$ cat src/rtl/vga_timing_gen.sv
// Raster timing generator: current/next pixel counters plus registered
// sync, active-video and line/frame strobes aligned with pixel_x/pixel_y.
module vga_timing_gen #(
    parameter int   H_ACTIVE  = 1280,
    parameter int   H_FP      = 72,
    parameter int   H_SYNC    = 128,
    parameter int   H_BP      = 200,
    parameter int   V_ACTIVE  = 800,
    parameter int   V_FP      = 3,
    parameter int   V_SYNC    = 6,
    parameter int   V_BP      = 22,
    parameter logic HSYNC_POL = 1'b0,
    parameter logic VSYNC_POL = 1'b1
) (
    input  logic        clk,
    input  logic        rst,
    input  logic        pix_ce,
    output logic [10:0] pixel_x,
    output logic [9:0]  pixel_y,
    output logic [10:0] next_pixel_x,
    output logic [9:0]  next_pixel_y,
    output logic        hsync,
    output logic        vsync,
    output logic        video_active,
    output logic        line_start,
    output logic        frame_start
);

    localparam logic [10:0] H_LAST   = 11'(H_ACTIVE + H_FP + H_SYNC + H_BP - 1);
    localparam logic [9:0]  V_LAST   = 10'(V_ACTIVE + V_FP + V_SYNC + V_BP - 1);
    localparam logic [10:0] HS_FIRST = 11'(H_ACTIVE + H_FP);
    localparam logic [10:0] HS_LAST  = 11'(H_ACTIVE + H_FP + H_SYNC - 1);
    localparam logic [9:0]  VS_FIRST = 10'(V_ACTIVE + V_FP);
    localparam logic [9:0]  VS_LAST  = 10'(V_ACTIVE + V_FP + V_SYNC - 1);
    localparam logic [10:0] H_ACT    = 11'(H_ACTIVE);
    localparam logic [9:0]  V_ACT    = 10'(V_ACTIVE);

    logic [10:0] pixel_x_q, pixel_x_d, next_x_q, next_x_d;
    logic [9:0]  pixel_y_q, pixel_y_d, next_y_q, next_y_d;
    logic        hsync_q, hsync_d, vsync_q, vsync_d;
    logic        active_q, active_d, line_q, line_d, frame_q, frame_d;

    // Advance the raster on pix_ce; flags are decoded from the coordinate
    // about to be loaded into pixel_*, so they land on the same edge.
    always_comb begin
        pixel_x_d = pixel_x_q;
        pixel_y_d = pixel_y_q;
        next_x_d  = next_x_q;
        next_y_d  = next_y_q;
        hsync_d   = hsync_q;
        vsync_d   = vsync_q;
        active_d  = active_q;
        line_d    = line_q;
        frame_d   = frame_q;
        if (pix_ce) begin
            pixel_x_d = next_x_q;
            pixel_y_d = next_y_q;
            if (next_x_q == H_LAST) begin
                next_x_d = 11'd0;
                next_y_d = (next_y_q == V_LAST) ? 10'd0 : next_y_q + 10'd1;
            end else begin
                next_x_d = next_x_q + 11'd1;
            end
            hsync_d  = (next_x_q >= HS_FIRST && next_x_q <= HS_LAST) ? HSYNC_POL : ~HSYNC_POL;
            vsync_d  = (next_y_q >= VS_FIRST && next_y_q <= VS_LAST) ? VSYNC_POL : ~VSYNC_POL;
            active_d = (next_x_q < H_ACT) && (next_y_q < V_ACT);
            line_d   = (next_x_q == 11'd0);
            frame_d  = (next_x_q == 11'd0) && (next_y_q == 10'd0);
        end
    end

    // State registers; reset parks the raster at (0,0) with both strobes up.
    always_ff @(posedge clk or posedge rst) begin
        if (rst) begin
            pixel_x_q <= 11'd0;
            pixel_y_q <= 10'd0;
            next_x_q  <= 11'd1;
            next_y_q  <= 10'd0;
            hsync_q   <= ~HSYNC_POL;
            vsync_q   <= ~VSYNC_POL;
            active_q  <= 1'b1;
            line_q    <= 1'b1;
            frame_q   <= 1'b1;
        end else begin
            pixel_x_q <= pixel_x_d;
            pixel_y_q <= pixel_y_d;
            next_x_q  <= next_x_d;
            next_y_q  <= next_y_d;
            hsync_q   <= hsync_d;
            vsync_q   <= vsync_d;
            active_q  <= active_d;
            line_q    <= line_d;
            frame_q   <= frame_d;
        end
    end

    assign pixel_x      = pixel_x_q;
    assign pixel_y      = pixel_y_q;
    assign next_pixel_x = next_x_q;
    assign next_pixel_y = next_y_q;
    assign hsync        = hsync_q;
    assign vsync        = vsync_q;
    assign video_active = active_q;
    assign line_start   = line_q;
    assign frame_start  = frame_q;

endmodule

$ cat config.mk
export PLATFORM = sky130hd
export DESIGN_NAME = vga_timing_gen
export DESIGN_NICKNAME = d
export VERILOG_FILES = /design/src/rtl/vga_timing_gen.sv
export SDC_FILE = /design/constraint.sdc
export NUM_CORES = 1
export LEC_CHECK = 0
export ABC_CLOCK_PERIOD_IN_PS = 2300
export CAP_MARGIN = 30
export CORE_MARGIN = 10
export CORE_UTILIZATION = 50
export CTS_CLUSTER_DIAMETER = 100
export DETAILED_ROUTE_END_ITERATION = 6
export PLACE_DENSITY_LB_ADDON = 0.05
export REMOVE_ABC_BUFFERS = 1
export SLEW_MARGIN = 0
export SYNTH_ARGS = -nofsm -noshare
export SYNTH_HDL_FRONTEND = slang
export SYNTH_SLANG_ARGS = --single-unit
export TNS_END_PERCENT = 20
$ cat constraint.sdc
create_clock -name clk -period 2.3 [get_ports clk]
set_input_delay 0.23 -clock clk [delete_from_list [all_inputs] [get_ports clk]]
set_output_delay 0.23 -clock clk [all_outputs]
set_load 0.03 [all_outputs]
# After elaboration in Yosys (flattened, before gate mapping)
# Index checks and enable logic that the tools add are counted.
# W data, S select, Z words.
[totals]
out_inout_bits = 47
ff_bits = 47
wordCells = 30
[classes]
n_reduce_logical = 7
n_eq_ne = 2
magnitude_cmp = 6
addsub = 2
n_mux = 4
[ops]
columns = ["operator", "n"]
rows = [
  ["$add A11 B1 Y11 const B", 1],
  ["$eq A11 B11 Y1 const B", 1],
  ["$ge A11 B11 Y1 const B", 1],
  ["$le A11 B11 Y1 const B", 1],
  ["$logic_not A11 Y1", 1],
  ["$lt A11 B11 Y1 const B", 1],
  ["$mux W11", 1],
  ["$add A10 B1 Y10 const B", 1],
  ["$eq A10 B10 Y1 const B", 1],
  ["$ge A10 B10 Y1 const B", 1],
  ["$le A10 B10 Y1 const B", 1],
  ["$logic_not A10 Y1", 1],
  ["$lt A10 B10 Y1 const B", 1],
  ["$mux W10", 1],
  ["$logic_and A1 B1 Y1", 4],
  ["$mux W1", 2],
  ["$reduce_and A2 Y1", 1],
]

# Depth between registers and ports, before layout
# Gate-level depths: netlist of run 1.
[depth]
word_depth = 3
depth_mapped = 6
depth_no_buf = 5

# Worst setup path before layout of run 1
# No wires, ideal clock.
[synth_path]
path_type = "reg-to-reg"
from = "register next_x_q[6], in the netlist next_pixel_x[6]"
to = "register next_y_q[3], in the netlist next_pixel_y[3]"
t_required_ps = 2217
period_less_slack_ps = 2273
path_stages_with_launch = 7
setup_slack_ps = 27
arrival_ps = 2190
path_cell_list = "dfrtp_1 > buf_6 > or4_4 > or3_1 > clkbuf_2 > or4_1 > o21ai_0"
[synth_via]
elab_chain_len = 2
[synth_rtl]
columns = ["item", "line", "rtl"]
rows = [
  ["start, declared", "38", "logic [10:0] pixel_x_q, pixel_x_d, next_x_q, next_x_d;"],
  ["start signal, assigned", "87", "next_x_q <= next_x_d;"],
  ["$eq A11 B11 Y1", "58", "if (next_x_q == H_LAST) begin"],
  ["$reduce_and A2 Y1 (no source line)", "--", ""],
  ["end signal, assigned", "88", "next_y_q <= next_y_d;"],
  ["end, declared", "39", "logic [9:0] pixel_y_q, pixel_y_d, next_y_q, next_y_d;"],
]
# Every way passes these cells.
# A chain may end at the register's enable or synchronous reset.

# Worst setup path in the final report of run 1
[layout_path]
from = "register next_x_q[0], in the netlist next_pixel_x[0]"
to = "register next_y_q[3], in the netlist next_pixel_y[3]"
# Same word-level chain as after synthesis.

==> results of run 1 <==
## state kept, by name, summed over array words and instances (netlist names)
register	count
video_active	1
line_start	1
vsync	1
pixel_x	11
pixel_y	10
frame_start	1
hsync	1
next_pixel_y	10
next_pixel_x	11
## routing by layer
layer / GRT usage, % / vias up / wire length (um)
met1: 16.96 / 833 / 2150
met2: 21.59 / 47 / 2480
met5: 0 / - / 0
met3: 5.337 / 8 / 440
li1: - / 848 / -
met4: 4.860 / 0 / 82
## where the power goes
group / total, mW / leakage [nW] / switching (mW) / internal, mW
logic: 0.698 / 0.648 / 0.394 / 0.304
clock network: 0.470 / 0.0422 / 0.256 / 0.213
registers: 0.994 / 0.548 / 0.0720 / 0.922
total: 2.16 / 1.24 / 0.722 / 1.44
## kinds of logic after synthesis
group,after synthesis,synth area share [%]
mux,23,11.51
flops,47,52.79
simple gates,65,16.76
fa+ha+maj,5,2.793
xor+xnor,9,3.519
compound gates,31,7.878
buf+inv,25,4.749
## final timing paths
path / start / to / depth (start not counted)
max: next_pixel_x[0] / next_pixel_y[3] / 5
min: rst / pixel_y[5] / 2
max reg2reg: next_pixel_x[0] / next_pixel_y[3] / 5
min reg2reg: video_active / video_active / 2
max in group asynchronous: rst / next_pixel_y[3] / 3
min in group clk: video_active / video_active / 2
## per-stage QoR
| step | setup TNS (ns) | utilization, % |
|---|---|---|
| 2_1_floorplan | -0.08533 | - |
| 3_3_place_gp | 0 | 65.37 |
| 3_5_place_dp | 0 | 65.37 |
| 4_1_cts | 0 | 67.24 |
| 5_1_grt | 0 | 67.24 |
| 6_report | 0 | 67.24 |
## cell type report
cell class                 instances  area [um^2]  area share (%)
sequential                        47         1182           40.38
multi-input combinational        133        950.9           32.48
timing repair buffer              64        603.1           20.60
clock buffer                       7        76.32           2.607
tap                               52        65.06           2.222
inverter                          12        45.04           1.538
clock inverter                     1        5.005          0.1709
## cell usage after synthesis, drive strengths merged
| master | count |
|---|---|
| and4 | 2 |
| dfstp | 5 |
| inv | 12 |
| nand2b | 2 |
| nor2 | 6 |
| nor3 | 7 |
| buf | 4 |
| a31oi | 1 |
| nand4b | 1 |
| or4 | 2 |
| mux2i | 1 |
| nand2 | 8 |
| o21bai | 1 |
| clkbuf | 9 |
| xnor2 | 4 |
| mux2 | 22 |
| and2 | 1 |
| nand4 | 9 |
| a211oi | 1 |
| o311ai | 1 |
| and3 | 3 |
| nor4bb | 1 |
| or2b | 1 |
| or3 | 4 |
| nand3b | 1 |
| nand3 | 14 |
| o21ai | 18 |
| nor4 | 1 |
| o31ai | 1 |
| xor2 | 5 |
| a21boi | 1 |
| nor4b | 2 |
| ha | 5 |
| o22ai | 1 |
| dfrtp | 42 |
| a21oi | 4 |
| o21a | 2 |
## worst reg2reg max path: cells and delay by family, from the launching register on
| family | cells | cell delay [ns] |
|---|---|---|
| adder cells (fa/ha/maj) | 1 | 0.24 |
| AO/OA/AOI/OAI | 1 | 0.08 |
| flip-flops | 1 | 0.60 |
| AND/OR/NAND/NOR | 3 | 1.12 |
==> run summary, run 1 <==
Initial antenna violation count = 0
First DRT Iteration DRCs = 80
Top-area cell type share of the netlist area = 46.93%
Cell taking the most area after synthesis = dfrtp_1
Worst EP required = 2.52 ns
Critical path, cell by cell = ha_1, nand4_1, or3_1, or4_1, o21ai_0
Vias per cell = 5.494
Num CTS Buffers = 5
Count of input and output buffers = 49
Delay of the slowest cell on the worst path = 0.60 ns
Finished Layout Cells = 316
CTS Hold Bufs = 0
Fillers = 350
Hold Slack = 0.3694 ns
Final Cell Area = 2928 um^2
FF+latch count, synth = 47
# IOs = 50
Fin. Hold Viols = 0
Cells after synthesis = 205
Final WS setup = 0.1896 ns
MaxCap Viol Count = 0
WL/cell = 16.31 um
Post-synthesis cell area = 2240 um^2
Die area = 7556 um^2
Layout area overhead = 30.73%
Final setup fails = 0
Die H = 86.93 um
Pwr/cell area = 738.2 nW/um^2
Post-Route Skew = 0.008243 ns
Worst Setup Path Type = reg -> reg
Leakage = 1.238 nW
Final wirelength = 5153 um
Most frequent cells in the layout = clkdlybuf4s50_1, dfrtp_1, mux2_2
Crit Path Max Fanout = 9
Slowest stage cell on the critical path = dfstp_2
Status = completed
Clock buffer depth = 2
Dpl ws = 0.1907 ns
Routed Antenna Nets = 0
Core region area = 4354 um^2
Seq/Total Area, Yosys = 52.79%
PostCTS Resize Cnt = 0
Tot Pwr = 2.161 mW
Clock period minus worst slack = 2.110 ns
Pin count of the biggest net entering global routing = 38
Crit path DAT = 2.33 ns
Die extent in x = 86.93 um
Initial core utilization = 51.44%
Root buf cell = clkbuf_8
Hpwl dp = 3683 um
Worst skew pair latency = 0.30 ns
GPL Wtd Cong = 0.7801
Via count = 1,736
Synth Warn # = 0
Gr ovfl total = 0
Layout cells sized above 1 = 20.45%
Headroom to the max-slew limit = 51.12%
Most common cell after layout, fill and taps aside = clkdlybuf4s50_1
# nets final = 271
Number of global-route vias before repair = 1,717
Placed cell area = 2846 um^2
Max-slew violation count = 0
TritonCTS clock tree = done
Worst setup SP type = flop
Setup slack, reg-to-reg = 0.19 ns
Clock sink count = 47
ANT cells = 0
WP buf/inv = 0
Post-CTS Setup Repair Bufs = 0
CP delay by family, top = simple AND/OR/NAND/NOR gates
Placed cells = 308
Top post-synthesis cells by area = dfrtp_1, mux2_2, dfstp_2, o21ai_0, nand3_1
# rows = 24
Fin crit share = 91.76%
Element type at the critical path end = flop
Hold Path Class = in -> async
Maximum VDD drop = 626.3 uV
Synth Area per Inst = 10.93 um^2
CTS clk-pin slew, worst paths = 0.08 ns
Worst-margin pin slew = 0.7321 ns
Unrepaired setup endpoints after global routing = no
DRT Pass-1 Iters = 4
Drt drc = 0
First-pass GRT wire length = 8397 um
Post-synth cell types = 43
H-tree depth reported by CTS = 2
Fmax = 473.8 MHz
Total GRT Usage = 13.83%
Note: power is estimated with default switching activity, not from simulation.
==> inputs of run 2 (changes only) <==
--- a/config.mk
+++ b/config.mk
@@ -5,10 +5,13 @@
 export SDC_FILE = /design/constraint.sdc
 export NUM_CORES = 1
 export LEC_CHECK = 0
+export ABC_AREA = 0
 export ABC_CLOCK_PERIOD_IN_PS = 2300
 export CAP_MARGIN = 30
+export CELL_PAD_IN_SITES_DETAIL_PLACEMENT = 0
+export CELL_PAD_IN_SITES_GLOBAL_PLACEMENT = 1
 export CORE_MARGIN = 10
-export CORE_UTILIZATION = 50
+export CORE_UTILIZATION = 39
 export CTS_CLUSTER_DIAMETER = 100
 export DETAILED_ROUTE_END_ITERATION = 6
 export PLACE_DENSITY_LB_ADDON = 0.05
==> run 2 against run 1 <==
  * Via count is 1.2% higher
  * Global-route usage is 1.5 points lower
  * Sequential power hardly changed
  * Sequential share of layout area down 0.73 points
  * Critical path depth shrank 1
  * Combinational power increased by 1%
  * Clock skew grew 0.0022 ns
  * Maximum frequency is 0.11% higher
  * Critical path type unchanged
  * Highest routed layer unchanged
==> run summary, run 2 (synthesized netlist as in run 1, its figures left out) <==
Status = completed
Net Sw Power = 0.7529 mW
Crit Path Max Fanout = 9
Post-CTS Setup Repair Bufs = 0
Total GRT Usage = 12.36%
Setup slack, reg-to-reg = 0.19 ns
R2R Path End = next_pixel_y[3]
Leakage = 1.253 nW
WL/cell = 16.31 um
Number of global-route vias before repair = 1,727
Via count = 1,757
Maximum VDD drop = 537.8 uV
Worst setup path start = next_pixel_x[4]
Pwr/cell area = 781.1 nW/um^2
Fin. Hold Viols = 0
Unrepaired setup endpoints after global routing = no
Fmax = 474.4 MHz
Post-Route Skew = 0.01046 ns
Final wirelength = 5463 um
Final Cell Area = 2982 um^2
Initial antenna violation count = 0
Vias per cell = 5.245
ANT cells = 0
First DRT Iteration DRCs = 63
Final setup fails = 0
DRT Pass-1 Iters = 4
Root buf cell = clkbuf_8
Placed cells = 327
Int Pwr = 1.576 mW
# nets final = 270
Pin count of the biggest net entering global routing = 48
Num CTS Buffers = 5
Layout area overhead = 33.13%
Final WS setup = 0.1919 ns
Headroom to the max-slew limit = 60.38%
Fin Setup TNS = 0 ns
Most common cell after layout, fill and taps aside = clkdlybuf4s50_1
Combinational power share = 30.4%
CTS Hold Bufs = 0
Clock sink count = 47
CTS clk-pin slew, worst paths = 0.09 ns
Crit path DAT = 2.32 ns
MaxCap Viol Count = 0
Post-layout util = 53.82%
Hold Slack = 0.3943 ns
Count of input and output buffers = 49
Dpl ws = 0.2180 ns
Worst-margin pin slew = 0.5942 ns
Routed Antenna Nets = 0
Die extent in x = 95.78 um
Hpwl dp = 3994 um
Worst EP required = 2.52 ns
Crit Reg-Reg Startpoint = next_pixel_x[4]
Clock period minus worst slack = 2.108 ns
Worst setup endpoint = next_pixel_y[3]
Hold Path Class = in -> async
R2R cell count = 4
Die area = 9174 um^2
# rows = 27
Tot Pwr = 2.329 mW
Element type at the critical path end = flop
Clock buffer depth = 2
Most frequent cells in the layout = clkdlybuf4s50_1, dfrtp_1, mux2_2
Clock share of power = 26.8%
H-tree depth reported by CTS = 2
GPL Wtd Cong = 0.8254
Sw frac = 32.33%
Worst skew pair latency = 0.30 ns
Max-slew violation count = 0
Die H = 95.78 um
Layout cells sized above 1 = 20.91%
Worst setup SP type = flop
Fin crit share = 91.66%
TritonCTS clock tree = done
Core region area = 5540 um^2
Initial core utilization = 40.42%
# IOs = 50
Placed cell area = 2864 um^2
Drt drc = 0
First-pass GRT wire length = 8825 um
Finished Layout Cells = 335
Worst Setup Path Type = reg -> reg
Sequential Power Share = 42.8%
PostCTS Resize Cnt = 0
Fillers = 522
Gr ovfl total = 0
run 2: worst max-delay path, cell delays in order, from the launching register on:
cell and delay (ns):
dfrtp_1 0.39, or4_4 0.55, or3_1 0.49, or4_1 0.53, o21ai_0 0.08
run 2: layer usage:
| metal | track usage [%] | part of all wire [%] | vias up |
|---|---|---|---|
| met5 | 0 | 0 | - |
| met4 | 4.791 | 1.2 | 0 |
| met3 | 4.358 | 6.8 | 4 |
| met2 | 20.37 | 50 | 41 |
| met1 | 14.45 | 42 | 867 |
| li1 | - | - | 845 |
run 2: area by class of cell:
cell class	instances	area, um^2	share of cell area, %
sequential	47	1182	39.66
timing repair buffer	63	595.6	19.97
clock inverter	2	35.03	1.175
clock buffer	6	82.58	2.770
inverter	12	45.04	1.511
multi-input combinational	133	950.9	31.89
tap	72	90.09	3.021
run 2: worst min-delay path by stage:
stage / cells past startpoint / startpoint / end
floorplan: 1 / pix_ce / line_start
finish: 3 / rst / pixel_x[1]
detailed placement: 2 / line_start / line_start
global route: 3 / rst / pixel_x[2]
global placement: 2 / video_active / video_active
CTS: 3 / rst / next_pixel_x[5]
run 2: power by group through the flow:
stage	Combinational (mW)	Clock, mW	Sequential [mW]
2_1_floorplan	0.188	0	1.21
3_3_place_gp	0.709	0	1.01
3_5_place_dp	0.719	0	1.01
4_1_cts	0.722	0.642	0.997
5_1_grt	0.766	0.674	1.01
6_report	0.708	0.624	0.997
==> RTL change (settings of run 2) <==
Reset style: synchronous (`rst`), changed in one clocked block.
--- a/src/rtl/vga_timing_gen.sv
+++ b/src/rtl/vga_timing_gen.sv
@@ -70,7 +70,7 @@
     end
 
     // State registers; reset parks the raster at (0,0) with both strobes up.
-    always_ff @(posedge clk or posedge rst) begin
+    always_ff @(posedge clk) begin
         if (rst) begin
             pixel_x_q <= 11'd0;
             pixel_y_q <= 10'd0;
Behaviour: differs if rst is asserted again (counterexample within 4 cycles, from zero or initial values and one cycle with rst high); with rst held inactive, the same outputs for 10 cycles.
==> RTL change against run 2 <==
Sequential cell count stayed put; maximum frequency increased by 15%; synthesized area is 4.9% lower; critical path depth shrank 3; critical path type is now flip-flop to primary output; routed wire length increased by 2.9%; non-clock buffer count fell by 2; setup slack gained 270 ps; cell area decreased by 5.7%; critical endpoint is now next_pixel_y[3]; worst hold slack lost 100 ps.
Power is not compared: it rests on default switching activity, and its combinational part moved more than twofold at a synthesized area within 25%.
==> RTL change: results (changes against run 2) <==
Logic synthesis
  – Most frequent cells after synthesis: 47 x dfxtp_1, 34 x nor2_1, 21 x mux2i_1, 16 x a21oi_1, 13 x nand2_1
  – Ranking of synthesized cells by area: dfxtp_1 44%, mux2i_1 9.9%, nor2_1 6.0%, a21oi_1 3.8%, ha_1 2.9%
  – Mean area per synthesized cell: 8.95 um2 (-18%)
  – Synth Warn #: 0 (unchanged)
  – FFs w/ async S/R, synth: 0% (-100 points)
  – Largest family of logic cells by synthesized area: simple AND/OR/NAND/NOR gates
  – Multiplexer area fraction after synthesis: 9.87% (-1.6 points)
  – Distinct cell type count after synthesis: 36 (-16%)
  – Synth Area in Adders: 2.94% (+0.14 points)
  – Post-synthesis sequential area ratio: 44.2% (-8.6 points)
  – Post-synthesis xor/xnor area fraction: 3.70% (+0.18 points)
  – Synth Area in Compound Gates: 10.1% (+2.2 points)

Layout
  – Nets: 297 (+10%)
  – Fraction of layout cells with a size suffix above 1: 8.28% (-13 points)
  – Number of diodes: 0 (unchanged)
  – Final std cells w/o fill: 360 (+7.5%)
  – Filler cells: 514 (-1.5%)
  – Design area: 2810 um2 (-5.7%)

Clock tree
  – Clk buf depth: 2 (unchanged)
  – Total CTS buffers: 5 (unchanged)
  – CTS H-tree lvls: 2 (unchanged)
  – Hold_buf cts: 0 (unchanged)
  – Clock latency on the worst-skew pair: 300 ps (about the same)

Worst setup path
  – Worst path slowest cell: clkdlybuf4s50_1
  – Worst-path maximum fanout: 11 (+2)
  – Worst setup path end: next_pixel_y[3]
  – Register-to-register setup slack: 470 ps (+280 ps)
  – CP delay by family, top: buffers and inverters
  – Reg2reg path depth: 6 (+2)
  – Worst EP arrival: 1610 ps (-710 ps)
  – Slowest stage delay, CP: 750 ps (+200 ps)
  – FF-to-FF End: next_pixel_y[7]
  – Critical Path Source: next_pixel_y[3]
  – R2R Path Start: next_pixel_x[0]

STA
  – Crit path time final: 1840 ps (-268 ps)
  – Slew @ Worst Pin: 404 ps (-191 ps)
  – Layout Skew: 8.59 ps (-1.87 ps)
  – WHS: 294 ps (-101 ps)

Detailed routing
  – Met1 WL: 2540 um (+11%)
  – Final wirelength: 5620 um (+2.9%)
  – Routed wl met3: 376 um (+1.1%)
  – Detailed Route Iter0 Violations: 57 (-9.5%)
  – WL met2: 2620 um (-4.8%)
  – Via count of the routed design: 1869 (+6.4%)

Place
  – Post-detailed-placement half-perimeter wirelength: 3980 um (-0.30%)
  – DP Area: 2710 um2 (-5.5%)
  – Placed cell count: 352 (+7.6%)
  – Placer Congestion: 0.800 (-3.0%)
  – Dpl ws: 518 ps (+300 ps)

Hold path
  – HP Class: input port to flip-flop
  – Worst Hold Path Cells: 3

Global route
  – First-pass GRT wire length: 9330 um (+5.7%)
  – Gr usage total: 13.2% (+0.87 points)
  – Largest net degree at the start of global routing: 23 (-52%)
  – Vias in the first global route: 1827 (+5.8%)

Outcome
  – Status: finished, final reports clean
RTL change: logic make-up (layout without fill, tap and decap cells):
group,Yosys count,count (layout)
compound gates,35,35
simple gates,98,98
xor+xnor,9,9
fa+ha+maj,5,5
buf+inv,23,75
mux,21,21
flops,47,47
RTL change: report_power, final:
part	internal, W	switching [W]
clock network	0.000274	0.000282
registers	0.000824	0.00000553
logic	0.0000503	0.0000805
RTL change: worst reg2reg max path, cell delays in order (launching register included):
cell,delay [ps]
dfxtp_1,340
ha_1,260
and2_1,190
nand4_1,90
buf_4,210
or4_1,510
a21oi_1,160
RTL change: routing by layer:
metal	global-route usage, %	vias up
met2	21.4	37
met3	5.04	5
li1	-	946
met4	5.06	0
met1	15.4	881
met5	0	-
RTL change: layout make-up:
class                   count  area share, %
inverters                   6          0.801
repair buffers             61           20.5
clock buffers               7           3.43
flip-flops and latches     47           33.5
multi-input cells         168           38.4
clock inverters             1          0.267
well taps                  70           3.12
